==> src/rtl/rand_interval_timer_pkg.sv <==
// Shared types and default widths for the random interval timer slice.
package rand_timer_pkg;

  localparam int unsigned RND_W_DEF = 14;
  localparam int unsigned CNT_W_DEF = 16;
  localparam int unsigned ID_W_DEF  = 8;

  typedef enum logic [1:0] {
    IDLE  = 2'd0,
    LOAD  = 2'd1,
    COUNT = 2'd2,
    FIRE  = 2'd3
  } timer_state_t;

endpackage

==> src/rtl/rand_interval_timer_if.sv <==
// Event handshake bundle: the timer drives valid/id/delay, the consumer drives ready.
interface rand_interval_timer_if
  import rand_timer_pkg::*;
#(
  parameter int unsigned CNT_W = CNT_W_DEF,
  parameter int unsigned ID_W  = ID_W_DEF
);

  logic             evt_valid;
  logic             evt_ready;
  logic [ID_W-1:0]  evt_id;
  logic [CNT_W-1:0] evt_delay;

  modport master (
    output evt_valid,
    output evt_id,
    output evt_delay,
    input  evt_ready
  );

  modport slave (
    input  evt_valid,
    input  evt_id,
    input  evt_delay,
    output evt_ready
  );

endinterface

==> src/rtl/rand_interval_calc.sv <==
// Interval = min_gap + (rnd_in & range_mask), saturating at all-ones. Assumes CNT_W >= RND_W.
module rand_interval_calc
  import rand_timer_pkg::*;
#(
  parameter int unsigned RND_W = RND_W_DEF,
  parameter int unsigned CNT_W = CNT_W_DEF
) (
  input  logic [RND_W-1:0] rnd_in,
  input  logic [RND_W-1:0] range_mask,
  input  logic [CNT_W-1:0] min_gap,
  output logic [CNT_W-1:0] delay
);

  logic [RND_W-1:0] masked;
  logic [CNT_W:0]   sum;

  always_comb begin
    masked = rnd_in & range_mask;
    sum    = {1'b0, min_gap} + (CNT_W+1)'(masked);
    delay  = sum[CNT_W] ? '1 : sum[CNT_W-1:0];
  end

endmodule

==> src/rtl/rand_interval_timer.sv <==
// Turns the LFSR word into randomly spaced events offered over a valid/ready handshake.
module rand_interval_timer
  import rand_timer_pkg::*;
#(
  parameter int unsigned RND_W = RND_W_DEF,
  parameter int unsigned CNT_W = CNT_W_DEF,
  parameter int unsigned ID_W  = ID_W_DEF
) (
  input  logic                  clk,
  input  logic                  reset,
  input  logic                  enable,
  input  logic [RND_W-1:0]      rnd_in,
  input  logic [CNT_W-1:0]      min_gap,
  input  logic [RND_W-1:0]      range_mask,
  output logic                  busy,
  rand_interval_timer_if.master evt
);

  timer_state_t     state_q, state_d;
  logic [CNT_W-1:0] cnt_q, cnt_d;
  logic [CNT_W-1:0] delay_q, delay_d;
  logic [ID_W-1:0]  id_q, id_d;
  logic [CNT_W-1:0] calc_delay;

  rand_interval_calc #(
    .RND_W (RND_W),
    .CNT_W (CNT_W)
  ) u_calc (
    .rnd_in     (rnd_in),
    .range_mask (range_mask),
    .min_gap    (min_gap),
    .delay      (calc_delay)
  );

  always_ff @(posedge clk) begin
    if (reset) begin
      state_q <= IDLE;
      cnt_q   <= '0;
      delay_q <= '0;
      id_q    <= '0;
    end else begin
      state_q <= state_d;
      cnt_q   <= cnt_d;
      delay_q <= delay_d;
      id_q    <= id_d;
    end
  end

  always_comb begin
    state_d = state_q;
    cnt_d   = cnt_q;
    delay_d = delay_q;
    id_d    = id_q;
    case (state_q)
      IDLE: begin
        if (enable) state_d = LOAD;
      end
      LOAD: begin
        cnt_d   = calc_delay;
        delay_d = calc_delay;
        state_d = (calc_delay == '0) ? FIRE : COUNT;
      end
      COUNT: begin
        // Abort takes priority over the final 1->0 step.
        if (!enable) begin
          state_d = IDLE;
          cnt_d   = '0;
        end else begin
          cnt_d = cnt_q - CNT_W'(1);
          if (cnt_q == CNT_W'(1)) state_d = FIRE;
        end
      end
      FIRE: begin
        if (evt.evt_ready) begin
          id_d    = id_q + ID_W'(1);
          state_d = enable ? LOAD : IDLE;
        end
      end
      default: begin
        state_d = IDLE;
        cnt_d   = '0;
      end
    endcase
  end

  always_comb begin
    evt.evt_valid = (state_q == FIRE);
    evt.evt_id    = id_q;
    evt.evt_delay = delay_q;
    busy          = (state_q != IDLE);
  end

  a_valid_held: assert property (@(posedge clk) disable iff (reset)
    (evt.evt_valid && !evt.evt_ready) |=> evt.evt_valid);

endmodule

==> src/flat_wrapper.sv <==
// flat-port wrapper written by rule: the top's interface ports become plain ports
module rand_interval_timer_flat import rand_timer_pkg::*;
#(
  parameter int unsigned RND_W = RND_W_DEF,
  parameter int unsigned CNT_W = CNT_W_DEF,
  parameter int unsigned ID_W  = ID_W_DEF
)
  (clk, reset, enable, rnd_in, min_gap, range_mask, busy, evt_evt_valid, evt_evt_id, evt_evt_delay, evt_evt_ready);
  rand_interval_timer_if #(.CNT_W(CNT_W), .ID_W(ID_W)) evt_i ();
  input  logic clk;
  input  logic reset;
  input  logic enable;
  input  logic [RND_W-1:0] rnd_in;
  input  logic [CNT_W-1:0] min_gap;
  input  logic [RND_W-1:0] range_mask;
  output logic busy;
  output wire logic [$bits(evt_i.evt_valid)-1:0] evt_evt_valid;
  output wire logic [$bits(evt_i.evt_id)-1:0] evt_evt_id;
  output wire logic [$bits(evt_i.evt_delay)-1:0] evt_evt_delay;
  input wire logic [$bits(evt_i.evt_ready)-1:0] evt_evt_ready;
  assign evt_evt_valid = evt_i.evt_valid;
  assign evt_evt_id = evt_i.evt_id;
  assign evt_evt_delay = evt_i.evt_delay;
  assign evt_i.evt_ready = evt_evt_ready;
  rand_interval_timer #(.RND_W(RND_W), .CNT_W(CNT_W), .ID_W(ID_W)) u_core (.clk(clk), .reset(reset), .enable(enable), .rnd_in(rnd_in), .min_gap(min_gap), .range_mask(range_mask), .busy(busy), .evt(evt_i));
endmodule
==> config.mk <==
export PLATFORM = sky130hd
export DESIGN_NAME = rand_interval_timer_flat
export DESIGN_NICKNAME = d
export VERILOG_FILES = /design/src/rtl/rand_interval_timer_pkg.sv /design/src/rtl/rand_interval_timer_if.sv /design/src/rtl/rand_interval_calc.sv /design/src/rtl/rand_interval_timer.sv /design/src/flat_wrapper.sv
export SDC_FILE = /design/constraint.sdc
export NUM_CORES = 1
export LEC_CHECK = 0
export BUFFER_PORTS_ARGS = -buffer_cell sky130_fd_sc_hd__buf_4
export CAP_MARGIN = 20
export CORE_MARGIN = 2
export CORE_UTILIZATION = 55
export CTS_BUF_LIST = sky130_fd_sc_hd__clkbuf_2 sky130_fd_sc_hd__clkbuf_4 sky130_fd_sc_hd__clkbuf_8
export CTS_CLUSTER_DIAMETER = 50
export DETAILED_ROUTE_END_ITERATION = 10
export PLACE_DENSITY = 0.88
export SETUP_SLACK_MARGIN = 0.2
export SYNTH_ARGS = -nofsm -noshare
export SYNTH_HDL_FRONTEND = slang
export SYNTH_SLANG_ARGS = --single-unit
export TNS_END_PERCENT = 1
==> constraint.sdc <==
create_clock -name clk -period 4.45 [get_ports clk]
set_clock_uncertainty 0.15 [all_clocks]
set_input_delay 0.445 -clock clk [delete_from_list [all_inputs] [get_ports clk]]
set_output_delay 0.445 -clock clk [all_outputs]
set_load 0.05 [all_outputs]
======== Yosys cells after proc, flatten, opt, wreduce, memory -nomap -nowiden ========
Index checks and enable logic that the tools add are counted.
cells by class
  $add $sub $neg .......................... 3
  reduce and logical (&&, ||, !) cells .... 6
  bitwise gates (word level) .............. 1
  equal/unequal tests ..................... 7
  multiplexer cells ....................... 10
operators with widths
  kind                                                 number
  2-to-1 mux 16 bit                                    2
  case mux 16 bit (2 select lines)                     1
  adder 16 x 14 -> 17 bit                              1
  == test 16 x 1 -> 1 bit (second input constant)      1
  logical NOT 16 bit                                   1
  subtractor 16 x 1 -> 16 bit (second input constant)  1
  AND 14 bit                                           1
  adder 8 x 1 -> 8 bit (second input constant)         1
  2-to-1 mux 2 bit                                     4
  case mux 2 bit (4 select lines)                      1
  == test 2 bit (second input constant)                2
  nonzero test 2 bit                                   2
  != test 3 x 2 -> 1 bit (second input constant)       1
  AND reduction 3 bit                                  1
  == test 2 x 1 -> 1 bit (second input constant)       1
  logical NOT 2 bit                                    1
  2-to-1 mux 1 bit                                     2
  != test 2 x 1 -> 1 bit (second input constant)       1
  != test 2 bit (second input constant)                1
  AND reduction 2 bit                                  1
storage, ports and cells
  input bits .............................. 48
  bits in registers ....................... 42
  word-level logic and storage cells ...... 31
  output and inout bits ................... 26

======== Depth between registers and ports, before layout ========
Gate-level depths: netlist of the first run.
  depth in word-level cells ............... 6
  gate-level depth with buffers ........... 12
  gate-level depth less buffers ........... 11

======== By module ========
A second synthesis of the first run with hierarchy kept.
second synthesis, totals
  cells, all modules ...................... 398
  area, all modules ....................... 3184.3 sq um
by module, submodules not included
  module               cells an instance  area each (sq um)  instances  sequential area each (sq um)
  rand_interval_timer  263                2222.1             1          840.8
  rand_interval_calc   135                962.2              1          0.0

======== Worst setup path before layout of the first run ========
No wires, ideal clock.
  path type ............................... in2reg
  start point ............................. input rnd_in[0]
  end point ............................... register u_core.state_q[0]
  required time ........................... 4.204 ns
  path buffers ............................ 1
  library setup time ...................... 0.096 ns
  data arrival time ....................... 3.147 ns
  cell stages on the path ................. 12
  path slack .............................. 1.057 ns
  cell sequence ........................... and2_1 -> ha_1 -> fa_1 -> a21o_1 -> and4_4 -> or4b_4 -> o211a_1 -> or2_1 -> buf_6 -> nor4b_2 -> nand4_1 -> o41ai_2
between the ends
  longest elaborated chain between the ends .. 6
RTL lines
  element                          RTL line                   text
  start: declaration               flat_wrapper.sv:13         input logic [RND_W-1:0] rnd_in;
  AND 14 bit                       rand_interval_calc.sv:18   masked = rnd_in & range_mask;
  adder 16 x 14 -> 17 bit          rand_interval_calc.sv:19   sum = {1'b0, min_gap} + (CNT_W+1)'(masked);
  2-to-1 mux 16 bit                rand_interval_calc.sv:20   delay = sum[CNT_W] ? '1 : sum[CNT_W-1:0];
  logical NOT 16 bit               rand_interval_timer.sv:61  state_d = (calc_delay == '0) ? FIRE : COUNT;
  2-to-1 mux 1 bit                 rand_interval_timer.sv:61
  case mux 2 bit (4 select lines)  rand_interval_timer.sv:54  case (state_q)
  end signal: assignment           rand_interval_timer.sv:42  state_q <= state_d;
  end: declaration                 rand_interval_timer.sv:19  timer_state_t state_q, state_d;
No other way between the ends.
A chain may end at the register's enable or synchronous reset.

======== Worst setup path in the final report of the first run ========
Same ends and word-level chain as after synthesis.

==> results of run 1 <==
-- logic make-up (layout without fill, tap and decap cells) --
logic type / Yosys count / count (layout) / synth area share
buffers and inverters: 35 / 100 / 0.0474
XOR/XNOR: 20 / 20 / 0.0593
multiplexers: 6 / 6 / 0.0220
AND/OR/NAND/NOR: 148 / 148 / 0.249
adder cells (fa/ha/maj): 23 / 23 / 0.100
flip-flops: 42 / 42 / 0.285
AO/OA/AOI/OAI: 102 / 102 / 0.238
-- final timing paths --
| check | from | depth (start not counted) | slack [ps] | end |
|---|---|---|---|---|
| worst max-delay path | rnd_in[0] | 12 | 1080 | u_core.state_q[0] |
| worst max register to register | u_core.state_q[0] | 8 | 1470 | u_core.state_q[0] |
| worst min-delay path | u_core.cnt_q[3] | 2 | 310 | u_core.cnt_q[3] |
| worst min register to register | u_core.cnt_q[3] | 2 | 310 | u_core.cnt_q[3] |
-- sequential cells by signal (all words and copies together), names as in the netlist --
name                  count
u_core.cnt_q             16
u_core.evt.evt_delay     16
u_core.evt.evt_id         8
u_core.state_q            2
-- area by class of cell --
| class | count | area (sq um) |
|---|---|---|
| clock buffer | 6 | 82.6 |
| clock inverter | 2 | 60.1 |
| fill | 446 | 1470 |
| inverter | 17 | 63.8 |
| multi-input combinational | 299 | 1970 |
| sequential | 42 | 841 |
| tap | 70 | 87.6 |
| timing repair buffer | 75 | 563 |
-- routing by layer --
| metal | wire length [um] | vias up | GRT usage |
|---|---|---|---|
| li1 | - | 1480 | - |
| met1 | 3240 | 1373 | 0.319 |
| met2 | 3580 | 102 | 0.439 |
| met3 | 452 | 17 | 0.0459 |
| met4 | 167 | 0 | 0.100 |
| met5 | 0 | - | 0 |
-- worst min-delay path, cell delays in order, from the launching register on --
cell	delay [ps]
dfxtp_1	310
nand2_1	50
a21oi_1	50
-- stage by stage --
stage / cells / total power [mW] / area [sq um] / worst slack, ps
after floorplan: 376 / 1.52 / 2950 / 1060
after global placement: 503 / 1.80 / 3530 / 850
after detailed placement: 503 / 1.83 / 3530 / 764
after CTS: 511 / 2.20 / 3670 / 1080
after global routing: 511 / 2.36 / 3670 / 928
final: 511 / 2.21 / 3670 / 1080
-- power by group through the flow --
stage / logic, mW / clock network [mW] / registers [mW]
2_1_floorplan: 0.758 / 0 / 0.766
3_3_place_gp: 1.20 / 0 / 0.603
3_5_place_dp: 1.22 / 0 / 0.609
4_1_cts: 1.23 / 0.375 / 0.601
5_1_grt: 1.34 / 0.398 / 0.620
6_report: 1.24 / 0.374 / 0.605
-- layout by cell type, fill, tap and decap left out, drive strengths merged, types with 3 or more instances in the layout --
cell type,count
nor3,22
dfxtp,42
ha,22
clkbuf,6
xnor2,12
or3,4
mux2i,5
a21oi,30
nand4,3
xor2,8
o21bai,3
o21ai,20
nor2,56
a21o,6
nand2,19
and2,16
or2,5
a311oi,7
o221a,6
inv,17
buf,75
a211oi,9
nand3,11
==> flow_metrics.tcl, run 1 <==
set metrics [dict create \
    cts_max_path_buffers 2 \
    critPathBufInv 1 \
    grt_pass1_vias 2848 \
    synth_common_cells "nor2_1 (56), dfxtp_1 (42), a21oi_1 (30)" \
    die_w_um 77.3 \
    synth_area_leaders "dfxtp_1 (28%), ha_1 (9.3%), nor2_1 (7.1%)" \
    drt-vias-per-instance 5.82 \
    dp_hpwl_um 5530 \
    wl_per_cell_um 14.6 \
    drtIter0Drc 286 \
    synth_flop_cell "dfxtp_1" \
    yosys.area.top_type "dfxtp_1" \
    yosysMostFrequentCell "nor2_1" \
    ctsHtreeMaxLevel 2 \
    grt_overflow 0 \
    finalHoldViolCount 0 \
    netlist_instances 376 \
    pwr_density_cell_nw_per_um2 603 \
    max-cap-violations 0 \
    post_cts_buffers 0 \
    design.core.area_sq_um 5140 \
    gr-usage-all-layers 0.257 \
    die_area_sq_um 5970 \
    utilization 0.714 \
    initial_core_util 0.575 \
    path_delay_family "simple AND/OR/NAND/NOR gates" \
    area_growth_pct 24.3 \
    ctsResizeCount 0 \
    layout_min_cycle_time_ps 3370 \
    cts_buffers 5 \
    leakage_nw 1.60 \
    outcome "finished clean" \
    tns_ps 0 \
    cts_tree "built" \
    slew_headroom 0.393 \
    synth_area_sq_um 2950 \
    synth-edff-count 0 \
    hold_slack_ps 306 \
    io-pin-count 74 \
    max_clock_freq_mhz 297 \
    intPower_mw 1.20 \
    clockRootBuffer "clkbuf_8" \
    port_buffers 73 \
    async_flop_share 0 \
    crit_required_ps 4510 \
    die_y_um 77.3 \
    sw_frac_of_total 0.458 \
    yosys_warnings 0 \
    drtAntennaViolNets 0 \
    arrival_ps 3430 \
    n_antenna_cell 0 \
    cp_max_fo 8 \
    hold_class "reg2reg" \
    seqPwrFrac 0.273 \
    combPwrFrac 0.558 \
    place_congestion 0.852 \
    cp-start-kind "primary input" \
    cts.sinks 42 \
    synthDistinctLibCells 59 \
    synth_top_area_frac 0.285 \
    antenna_found_initial 0 \
    wirelength_um 7440 \
    drive_above_1_share 0.231 \
    vias 2972 \
    synth_area_per_cell_sq_um 7.86 \
    endpoint_kind "flop" \
    layout.nets 511 \
    path_cells "buf_4 -> and2_1 -> ha_1 -> fa_1 -> a21o_1 -> and4_4 -> or4b_4 -> o211a_1 -> or2_1 -> nor4b_2 -> nand4_1 -> o41ai_2" \
    synth_fp_nets 447 \
    ir_worst_vdd_uv 444 \
    clkLatencyLatePin_ps 300 \
    timing.final.crit_share 0.757 \
    slowest_stage "or4b_4" \
    setup_viol 0 \
    p_sw_mw 1.01 \
    path_clk_slew_ps 80 \
    cts_hold_buf 0 \
    slew_viol_final 0 \
    slowest_delay_ps 520 \
    drtPass1Iterations 4 \
    grt_max_degree 44 \
    rsz0062_at_grt "no" \
    clock_power_share 0.169 \
    path_class "in2reg" \
    synth-seq-cells 42 \
    yosysSeqAreaShare 0.285 \
    row_count 26 \
    worst_pin_slew_ps 911 \
    grt_pass1_wl_um 12700 \
    post-route-drc-count 0 \
]
Power figures use the tool's default switching activity.
==> run 2, diff against run 1 <==
==> constraint.sdc (replaced) <==
create_clock -name clk -period 3.28 [get_ports clk]
set_clock_uncertainty 0.15 [all_clocks]
set_input_delay 0.328 -clock clk [delete_from_list [all_inputs] [get_ports clk]]
set_output_delay 0.328 -clock clk [all_outputs]
set_load 0.05 [all_outputs]
==> run 2 against run 1 <==
Non-clock buffer count increased by 13. Hold slack worse by 130 ps. Combinational power increased by 38%. Register-to-register slack lost 1000 ps. Setup slack worse by 860 ps. Count of clock-buffer cells in the layout unchanged. Final cell count is 2.5% higher. Critical endpoint unchanged. Highest routed layer unchanged.
==> flow_metrics.tcl, run 2 (synthesized netlist as in run 1, its figures left out) <==
set metrics [dict create \
    outcome "finished clean" \
    cts_max_path_buffers 2 \
    endpoint_kind "flop" \
    cp_max_fo 6 \
    ir_worst_vdd_uv 840 \
    p_sw_mw 1.37 \
    min_to "u_core.evt.evt_id[1]" \
    layout.nets 524 \
    place_congestion 0.875 \
    port_buffers 73 \
    vias 3028 \
    intPower_mw 1.51 \
    drtPass1Iterations 5 \
    post-route-drc-count 0 \
    cp-start-kind "primary input" \
    leakage_nw 1.65 \
    drive_above_1_share 0.273 \
    wirelength_um 7440 \
    grt_overflow 0 \
    r2r_slack_ps 440 \
    hold_class "in2reg" \
    timing.final.crit_share 0.932 \
    n_antenna_cell 0 \
    reg2reg_to "u_core.state_q[0]" \
    die_w_um 77.3 \
    path_clk_slew_ps 80 \
    drtAntennaViolNets 0 \
    ctsHtreeMaxLevel 2 \
    arrival_ps 3110 \
    cts.sinks 42 \
    utilization 0.732 \
    clock_power_share 0.123 \
    die_area_sq_um 5970 \
    clkLatencyLatePin_ps 290 \
    cts_hold_buf 0 \
    final_cell_mix "buf_4 (87), nor2_1 (54), dfxtp_1 (42)" \
    finalHoldViolCount 0 \
    setup_viol 0 \
    design.core.area_sq_um 5140 \
    max-cap-violations 0 \
    slew_viol_final 0 \
    drtIter0Drc 318 \
    worst_pin_slew_ps 921 \
    reg2regPathDepth 8 \
    antenna_found_initial 0 \
    grt_max_degree 44 \
    io-pin-count 74 \
    slew_headroom 0.386 \
    seqPwrFrac 0.283 \
    hp-start "evt_evt_ready" \
    final_common_cell "buf_4" \
    fin_cells 524 \
    combPwrFrac 0.594 \
    reg2reg_from "u_core.cnt_q[8]" \
    cts_buffers 5 \
    whs_path_depth 3 \
    max_clock_freq_mhz 327 \
    crit_required_ps 3330 \
    dp_hpwl_um 5590 \
    die_y_um 77.3 \
    cts_tree "built" \
    row_count 26 \
    area_growth_pct 27.3 \
    grt_pass1_vias 2924 \
    post_cts_buffers 0 \
    path_class "in2reg" \
    grt_pass1_wl_um 12800 \
    gr-usage-all-layers 0.258 \
    drt-vias-per-instance 5.78 \
    startpoint "range_mask[0]" \
    pwr_density_cell_nw_per_um2 764 \
    layout_min_cycle_time_ps 3060 \
    dpl.cell_count 516 \
    wl_per_cell_um 14.2 \
    rsz0062_at_grt "yes" \
    sw_frac_of_total 0.476 \
    initial_core_util 0.575 \
    clockRootBuffer "clkbuf_8" \
]
## run 2: worst max-delay path by stage
| stage | end | slack (ps) | cells after the start |
|---|---|---|---|
| after floorplan | u_core.state_q[0] | 50 | 12 |
| after CTS | u_core.state_q[0] | 170 | 12 |
| after detailed placement | u_core.state_q[0] | -180 | 12 |
| after global routing | u_core.state_q[0] | 80 | 12 |
| after global placement | u_core.state_q[0] | -60 | 12 |
| final | u_core.state_q[0] | 220 | 12 |
## run 2: final cells by class
cell class | count | area, sq um
multi-input combinational | 299 | 2010
inverter | 17 | 63.8
tap | 70 | 87.6
fill | 411 | 1380
sequential | 42 | 841
timing repair buffer | 88 | 664
clock inverter | 2 | 12.5
clock buffer | 6 | 82.6
## run 2: what timing repair did
item	CTS	global route
gates resized for setup	2	11
pin swaps	1	1
setup endpoints to repair	3	16
## run 2: power groups by stage
stage / registers (mW) / logic [mW] / clock network, mW
after floorplan: 1.04 / 1.03 / 0
after global placement: 0.816 / 1.64 / 0
after detailed placement: 0.821 / 1.67 / 0
after CTS: 0.812 / 1.69 / 0.357
after global routing: 0.838 / 1.88 / 0.376
final: 0.814 / 1.71 / 0.353
## run 2: worst max-delay path: stages
cell and delay [ps]:
buf_4 110, and2_4 130, ha_4 150, fa_2 340, a21o_1 200, and4_4 190
or4b_4 520, o211a_1 250, or2_4 260, nor4b_2 250, nand4_1 150, o41ai_2 220
## run 2: stage by stage
stage                     total power, mW  setup TNS (ps)  instance area (sq um)  worst slack [ps]  hold slack (ps)
after global placement               2.46            -167                   3630             -62.2              289
after CTS                            2.86               0                   3730               168              176
after floorplan                      2.07               0                   2960              53.7              281
after detailed placement             2.49           -1020                   3630              -181              296
final                                2.88               0                   3760               222              177
after global routing                 3.09               0                   3760              84.7              205
## run 2: routing by layer
| metal | global-route usage | vias to the layer above | share of wire |
|---|---|---|---|
| li1 | - | 1505 | - |
| met4 | 0.0696 | 0 | 0.013 |
| met1 | 0.328 | 1407 | 0.44 |
| met2 | 0.457 | 105 | 0.49 |
| met3 | 0.0341 | 11 | 0.053 |
| met5 | 0 | - | 0 |
